==> src/rtl/commit_trace_unit.sv <==
// commit_trace_unit: logs retired register commits and stores from the MIPS core into a
// show-ahead trace FIFO for a valid/ready reader, and keeps pipeline event counters.
module commit_trace_unit #(
    parameter int DEPTH = 16,
    parameter int CNT_W = 32
) (
    input  logic             Clk,
    input  logic             Reset,
    input  logic             Enable,
    input  logic             Clear,
    input  logic             ID_PCWrite,
    input  logic             ID_BranchTaken,
    input  logic             ID_DoJump,
    input  logic             ID_DoJR,
    input  logic             WB_RegWrite,
    input  logic [4:0]       WB_WriteRegister,
    input  logic [31:0]      WB_WriteData,
    input  logic [31:0]      WB_PCPlus8,
    input  logic             MEM_MemWrite,
    input  logic [31:0]      MEM_PCPlus8,
    output logic             Trace_Valid,
    input  logic             Trace_Ready,
    output logic [1:0]       Trace_Kind,
    output logic [4:0]       Trace_Reg,
    output logic [31:0]      Trace_PC,
    output logic [31:0]      Trace_Data,
    output logic [CNT_W-1:0] CycleCnt,
    output logic [CNT_W-1:0] StallCnt,
    output logic [CNT_W-1:0] BranchCnt,
    output logic [CNT_W-1:0] JumpCnt,
    output logic [CNT_W-1:0] CommitCnt,
    output logic [CNT_W-1:0] StoreCnt,
    output logic [CNT_W-1:0] DropCnt,
    output logic             Overflow
);
    localparam int AW = $clog2(DEPTH);
    localparam int EW = 71;

    logic [EW-1:0] mem [DEPTH];
    logic [AW-1:0] rd_ptr, wr_ptr;
    logic [AW:0]   count;
    logic          rst, valid, full, push_req, push, pop, drop;
    logic [EW-1:0] entry;

    assign rst      = Reset | Clear;
    assign valid    = count != '0;
    assign full     = count == (AW+1)'(DEPTH);
    assign push_req = Enable & (WB_RegWrite | MEM_MemWrite);
    assign pop      = valid & Trace_Ready;
    // a pop frees the slot in the same cycle, so a full FIFO still accepts the push
    assign push     = push_req & (~full | pop);
    assign drop     = push_req & full & ~pop;
    assign entry    = WB_RegWrite ? {2'b01, WB_WriteRegister, WB_PCPlus8 - 32'd8, WB_WriteData}
                                  : {2'b10, 5'd0, MEM_PCPlus8 - 32'd8, 32'd0};

    assign Trace_Valid = valid;
    assign {Trace_Kind, Trace_Reg, Trace_PC, Trace_Data} = valid ? mem[rd_ptr] : '0;

    always_ff @(posedge Clk) begin
        if (push && !rst)
            mem[wr_ptr] <= entry;
    end

    always_ff @(posedge Clk) begin
        if (rst) begin
            rd_ptr    <= '0;
            wr_ptr    <= '0;
            count     <= '0;
            Overflow  <= 1'b0;
            CycleCnt  <= '0;
            StallCnt  <= '0;
            BranchCnt <= '0;
            JumpCnt   <= '0;
            CommitCnt <= '0;
            StoreCnt  <= '0;
            DropCnt   <= '0;
        end else begin
            if (push)
                wr_ptr <= wr_ptr + 1'b1;
            if (pop)
                rd_ptr <= rd_ptr + 1'b1;
            count <= count + (AW+1)'(push) - (AW+1)'(pop);
            if (drop) begin
                Overflow <= 1'b1;
                if (DropCnt != '1)
                    DropCnt <= DropCnt + 1'b1;
            end
            if (Enable) begin
                CycleCnt <= CycleCnt + 1'b1;
                if (!ID_PCWrite)
                    StallCnt <= StallCnt + 1'b1;
                if (ID_BranchTaken)
                    BranchCnt <= BranchCnt + 1'b1;
                if (ID_DoJump || ID_DoJR)
                    JumpCnt <= JumpCnt + 1'b1;
                if (WB_RegWrite)
                    CommitCnt <= CommitCnt + 1'b1;
                if (MEM_MemWrite)
                    StoreCnt <= StoreCnt + 1'b1;
            end
        end
    end
endmodule

==> config.mk <==
export PLATFORM = sky130hd
export DESIGN_NAME = commit_trace_unit
export DESIGN_NICKNAME = d
export VERILOG_FILES = /design/src/rtl/commit_trace_unit.sv
export SDC_FILE = /design/constraint.sdc
export NUM_CORES = 1
export LEC_CHECK = 0
export ABC_AREA = 1
export CORE_ASPECT_RATIO = 0.9
export CORE_MARGIN = 4
export CORE_UTILIZATION = 59
export CTS_CLUSTER_DIAMETER = 120
export CTS_CLUSTER_SIZE = 28
export DETAILED_ROUTE_END_ITERATION = 7
export HOLD_SLACK_MARGIN = 0.02
export MAX_ROUTING_LAYER = met4
export PLACE_DENSITY_LB_ADDON = 0.05
export SLEW_MARGIN = 20
export SYNTH_ARGS = -nofsm -noshare
export SYNTH_HDL_FRONTEND = slang
export SYNTH_SLANG_ARGS = --single-unit
==> constraint.sdc <==
create_clock -name Clk -period 8 [get_ports Clk]
set_input_delay 2.4 -clock Clk [delete_from_list [all_inputs] [get_ports Clk]]
set_output_delay 2.4 -clock Clk [all_outputs]
set_load 0.03 [all_outputs]
======== Word-level counts from Yosys, hierarchy flattened ========
Memory sizes are Yosys's and may differ from the RTL's. A register that Yosys moved wholly into a read port is not among the register bits.
Cells that the tools add are included.
cells by class
  $add $sub $neg .......................... 13
  eq/ne operators ......................... 2
  bitwise operators ....................... 11
  multiplexer cells ....................... 6
  reductions and logical operators ........ 10
operator list
  cell                                                                   number
  32-bit by 1-bit adder with 32-bit output (second input constant)       7
  71-bit two-way mux                                                     2
  32-bit by 4-bit subtractor with 32-bit output (second input constant)  2
  32-bit != test (second input constant)                                 1
  2-bit AND reduction                                                    6
  4-bit by 1-bit adder with 4-bit output (second input constant)         2
  4-bit two-way mux                                                      2
  5-bit by 1-bit adder with 5-bit output                                 1
  1-bit bitwise AND                                                      5
  5-bit equality test (second input constant)                            1
  5-bit nonzero test                                                     1
  5-bit by 1-bit subtractor with 5-bit output                            1
  1-bit inverter                                                         3
  1-bit OR                                                               3
  1-bit two-way mux                                                      2
  1-bit logical AND                                                      1
  1-bit logical NOT                                                      1
  1-bit logical OR                                                       1
word-level totals
  input port bits ......................... 112
  bits in writable memories ............... 1,136
  bits in registers ....................... 238
  memories ................................ 1
memory list
  name  depth  width  rd ports  clocked after Yosys merged registers in  wr ports  line  source
  mem   16     71     1         1                                        1         39    logic [EW-1:0] mem [DEPTH];

======== Depth between registers and ports, before layout ========
  word-level depth ........................ 7
  mapped depth ............................ 15
  depth with buffers taken out ............ 15

======== Worst setup path after synthesis ========
Ideal clock, no wire load.
  kind .................................... input to register
  start ................................... input Clear
  end ..................................... memory mem[0][0], enable pin
  buffers on the path ..................... 0
  stages .................................. 5
  required time ........................... 7,499 ps
  setup slack ............................. 1,262 ps
  data arrival time ....................... 6,237 ps
  cells stage by stage .................... nor2_1 clkinv_1 nor2_1 nand2_1 nor2_1
between the ends
  word-level cells in the longest chain between the ends .. 5
ends and longest elaborated chain
  element                                  line  source
  start, declared                          10    input logic Clear,
  1-bit OR                                 45    assign rst = Reset | Clear;
  1-bit logical NOT                        60    if (push && !rst)
  1-bit logical AND                        60
  1-bit two-way mux                        60
  1-bit two-way mux (implied by the code)  61    mem[wr_ptr] <= entry;
  end, declared                            39
Every way passes these cells.

==> results.md <==
- Starting Density: 0.598
- NumNets Final: 6142
- Die footprint: 105000 um^2
- Worst IR drop on VDD: 0.000200 V
- Final Instance Count excl. Fillers: 7365
- Gr usage total: 0.287
- GRT met1 Usage: 0.396
- Worst-margin pin slew: 1.19 ns
- CTS Buffer Depth: 3
- Gr busiest metal: met2
- Worst Hold Path Cells: 2
- Clock latency on the worst-skew pair: 0.69 ns
- N_diodes: 0
- Crit path time final: 6.65 ns
- Met2 GRT Util: 0.460
- R2r startpoint: count[3]$_SDFF_PP0_
- Final WL: 149000 um
- Most common cell after layout, fill and taps aside: nor2_1
- Final setup violation count: 0
- Clock transition at path regs: 0.11 ns
- DR DRC count: 0
- Clock skew: 0.0272 ns
- Placed cells: 7285
- Row count: 109
- RSZ-0062 raised after global routing: no
- PortBufs: 408
- Number of hold buffers added after CTS: 0
- First-pass GRT wire length: 231000 um
- Commonest cells after routing, fill and taps aside: nor2_1 (1266), edfxtp_1 (1136), nand2_1 (735)
- Rel. slew slack: 0.206
- Post-CTS Setup Inserts: 0
- First drt pass iteration count: 6
- Via density: 5.78
- Initial drt markers: 4448
- Routed wire per std cell: 20.3 um
- Via count: 42500
- Largest net degree at the start of global routing: 253
- CP max FO: 79
- Flop-to-flop setup slack: 4.79 ns
- Die span in x: 341 um
- Pwr Density: 218 nW/um^2
- R2R cell count: 8
- Worst Hold Class: reg -> reg
- Crit path required time: 5.60 ns
- Main synth FF type: edfxtp_1
- Share of cells above drive strength 1: 0.0336
- Initial antenna violation count: 0
- Final hold violations: 0
- Post-DP HPWL: 86300 um
- FMAX: 150 MHz
- Synthesized flop and latch total: 1378
- Post-Synthesis Cells: 5765
- Setup CP Type: reg -> out
- Setup_tns: 0 ns
- Grt ovf: 0
- Core area: 98700 um^2
- Fin area: 65900 um^2
- Seq/Total Area, Yosys: 0.660
- Reg-to-reg endpoint: mem[11][45]$_DFFE_PP_
- Post-DP Area: 64400 um^2
- CTS tree: yes
- EDFF count, synth: 1136
- Post-synthesis cell type count: 43
- Critical Path Sink Type: primary output
- Vias in the first global route: 39800
- Post-DRT Antenna Nets: 0
- Tcrit/Tclk final: 0.832
- GRT met3 Usage: 0.0302
- Root Buffer: clkbuf_16
- Die Y: 308 um
- YS warnings: 0
- Syn_area_per_cell: 10.2 um^2
- Synth-to-Final Area Change: 11.7%
- Hold Path End: BranchCnt[13]$_SDFFE_PP0P_
- Slew Limit Fails: 0
- Crit start category: flip-flop
- GP Congestion: 0.919
- Max-Cap Viols: 0
- Ports: 409
- Post_cts resized: 0
- Final Total Pwr: 14.4 mW
- Status: finished, final reports clean
- LEAKAGE: 21.7 nW
- CTS H-tree lvls: 2
- Synthesized area: 59000 um^2
- Min-delay src: BranchCnt[13]$_SDFFE_PP0P_
- CTS Sinks: 1378
- Critical Path AT: 4.25 ns
- Async S/R FF share, synth: 0
- Post-synth net total: 5897
- Num CTS Buffers: 55
[through the flow]
step                utilization  hold slack, ns  setup WS [ns]
floorplan                     -           0.447           1.26
global placement          0.652           0.448           2.14
detailed placement        0.652           0.453           2.10
CTS                       0.667           0.470           1.41
global route              0.668           0.493           1.17
finish                    0.668           0.467           1.35
[power breakdown]
group / switching [mW] / total [mW] / internal [mW]
Clock: 2.09 / 3.40 / 1.31
Combinational: 2.16 / 3.10 / 0.939
Sequential: 0.0398 / 7.85 / 7.81
[synthesized netlist by cell type (3+ instances only)]
| cell | number | area, um^2 |
|---|---|---|
| buf_6 | 7 | 78.8 |
| or2_2 | 3 | 18.8 |
| nor2_1 | 1283 | 4820 |
| xor2_1 | 39 | 342 |
| nor3b_1 | 8 | 60.1 |
| nand2_1 | 735 | 2760 |
| o21ai_0 | 548 | 2740 |
| nor2_2 | 24 | 150 |
| buf_4 | 17 | 128 |
| inv_1 | 368 | 1380 |
| a31oi_1 | 6 | 37.5 |
| clkbuf_1 | 158 | 593 |
| a21oi_1 | 238 | 1190 |
| nand3_1 | 292 | 1460 |
| dfxtp_1 | 242 | 4840 |
| edfxtp_1 | 1136 | 34100 |
| nor3_1 | 49 | 245 |
| buf_1 | 31 | 116 |
| nand4_1 | 55 | 344 |
| nand2_4 | 3 | 33.8 |
| buf_2 | 71 | 355 |
| inv_2 | 10 | 37.5 |
| o211ai_1 | 246 | 1850 |
| xnor2_1 | 11 | 96.3 |
| ha_1 | 19 | 238 |
| nor2_4 | 3 | 33.8 |
| o21bai_1 | 4 | 30.0 |
| o21ai_1 | 123 | 616 |
| nand3b_1 | 6 | 45.0 |
| o21a_1 | 10 | 75.1 |
[worst max-delay path: stages, from the launching register on]
cell,delay (ns)
dfxtp_4,0.44
buf_4,0.66
buf_4,0.63
nor2_1,0.10
nor2_1,0.10
o21ai_0,0.10
o211ai_1,0.14
nand3_1,0.11
a21oi_1,0.43
clkdlybuf4s50_1,0.77
[flip-flops by register name (all words and copies together), names as in the netlist, named ones only]
register and flops:
StallCnt 32, DropCnt 32, mem 1136, count 5
wr_ptr 4, JumpCnt 32, Overflow 1, StoreCnt 32
BranchCnt 32, CommitCnt 32, rd_ptr 4, CycleCnt 32
[layer usage]
layer | wire (um) | share of wire
met1 | 63000 | 0.42
met2 | 71400 | 0.48
met3 | 10700 | 0.071
met4 | 4410 | 0.030
met5 | 0 | 0
[worst max path at each step]
| stage | slack (ns) | to | startpoint |
|---|---|---|---|
| 2_1_floorplan | 1.26 | mem[0][0]$_DFFE_PP_ | Clear |
| 3_3_place_gp | 2.14 | Trace_PC[15] | flip-flop |
| 3_5_place_dp | 2.10 | mem[11][61]$_DFFE_PP_ | Enable |
| 4_1_cts | 1.41 | Trace_PC[15] | flip-flop |
| 5_1_grt | 1.17 | Trace_PC[15] | flip-flop |
| 6_report | 1.35 | Trace_PC[15] | flip-flop |
[kinds of logic (layout without fill, tap and decap cells)]
kind of cell	after synthesis	after routing	share of synthesized area
compound gates	1179	1179	0.111
xor+xnor	50	50	0.00742
fa+ha+maj	20	20	0.00437
buf+inv	664	932	0.0457
flops	1378	1378	0.660
simple gates	2474	2474	0.171
[area by class of cell]
| type | count | area [um^2] |
|---|---|---|
| clock buffers | 76 | 1480 |
| clock inverters | 4 | 52.6 |
| fillers | 7676 | 32800 |
| inverters | 380 | 1440 |
| multi-input cells | 3723 | 17500 |
| flip-flops and latches | 1378 | 39000 |
| well taps | 1332 | 1670 |
| repair buffers | 472 | 4800 |
Power figures use the tool's default switching activity.
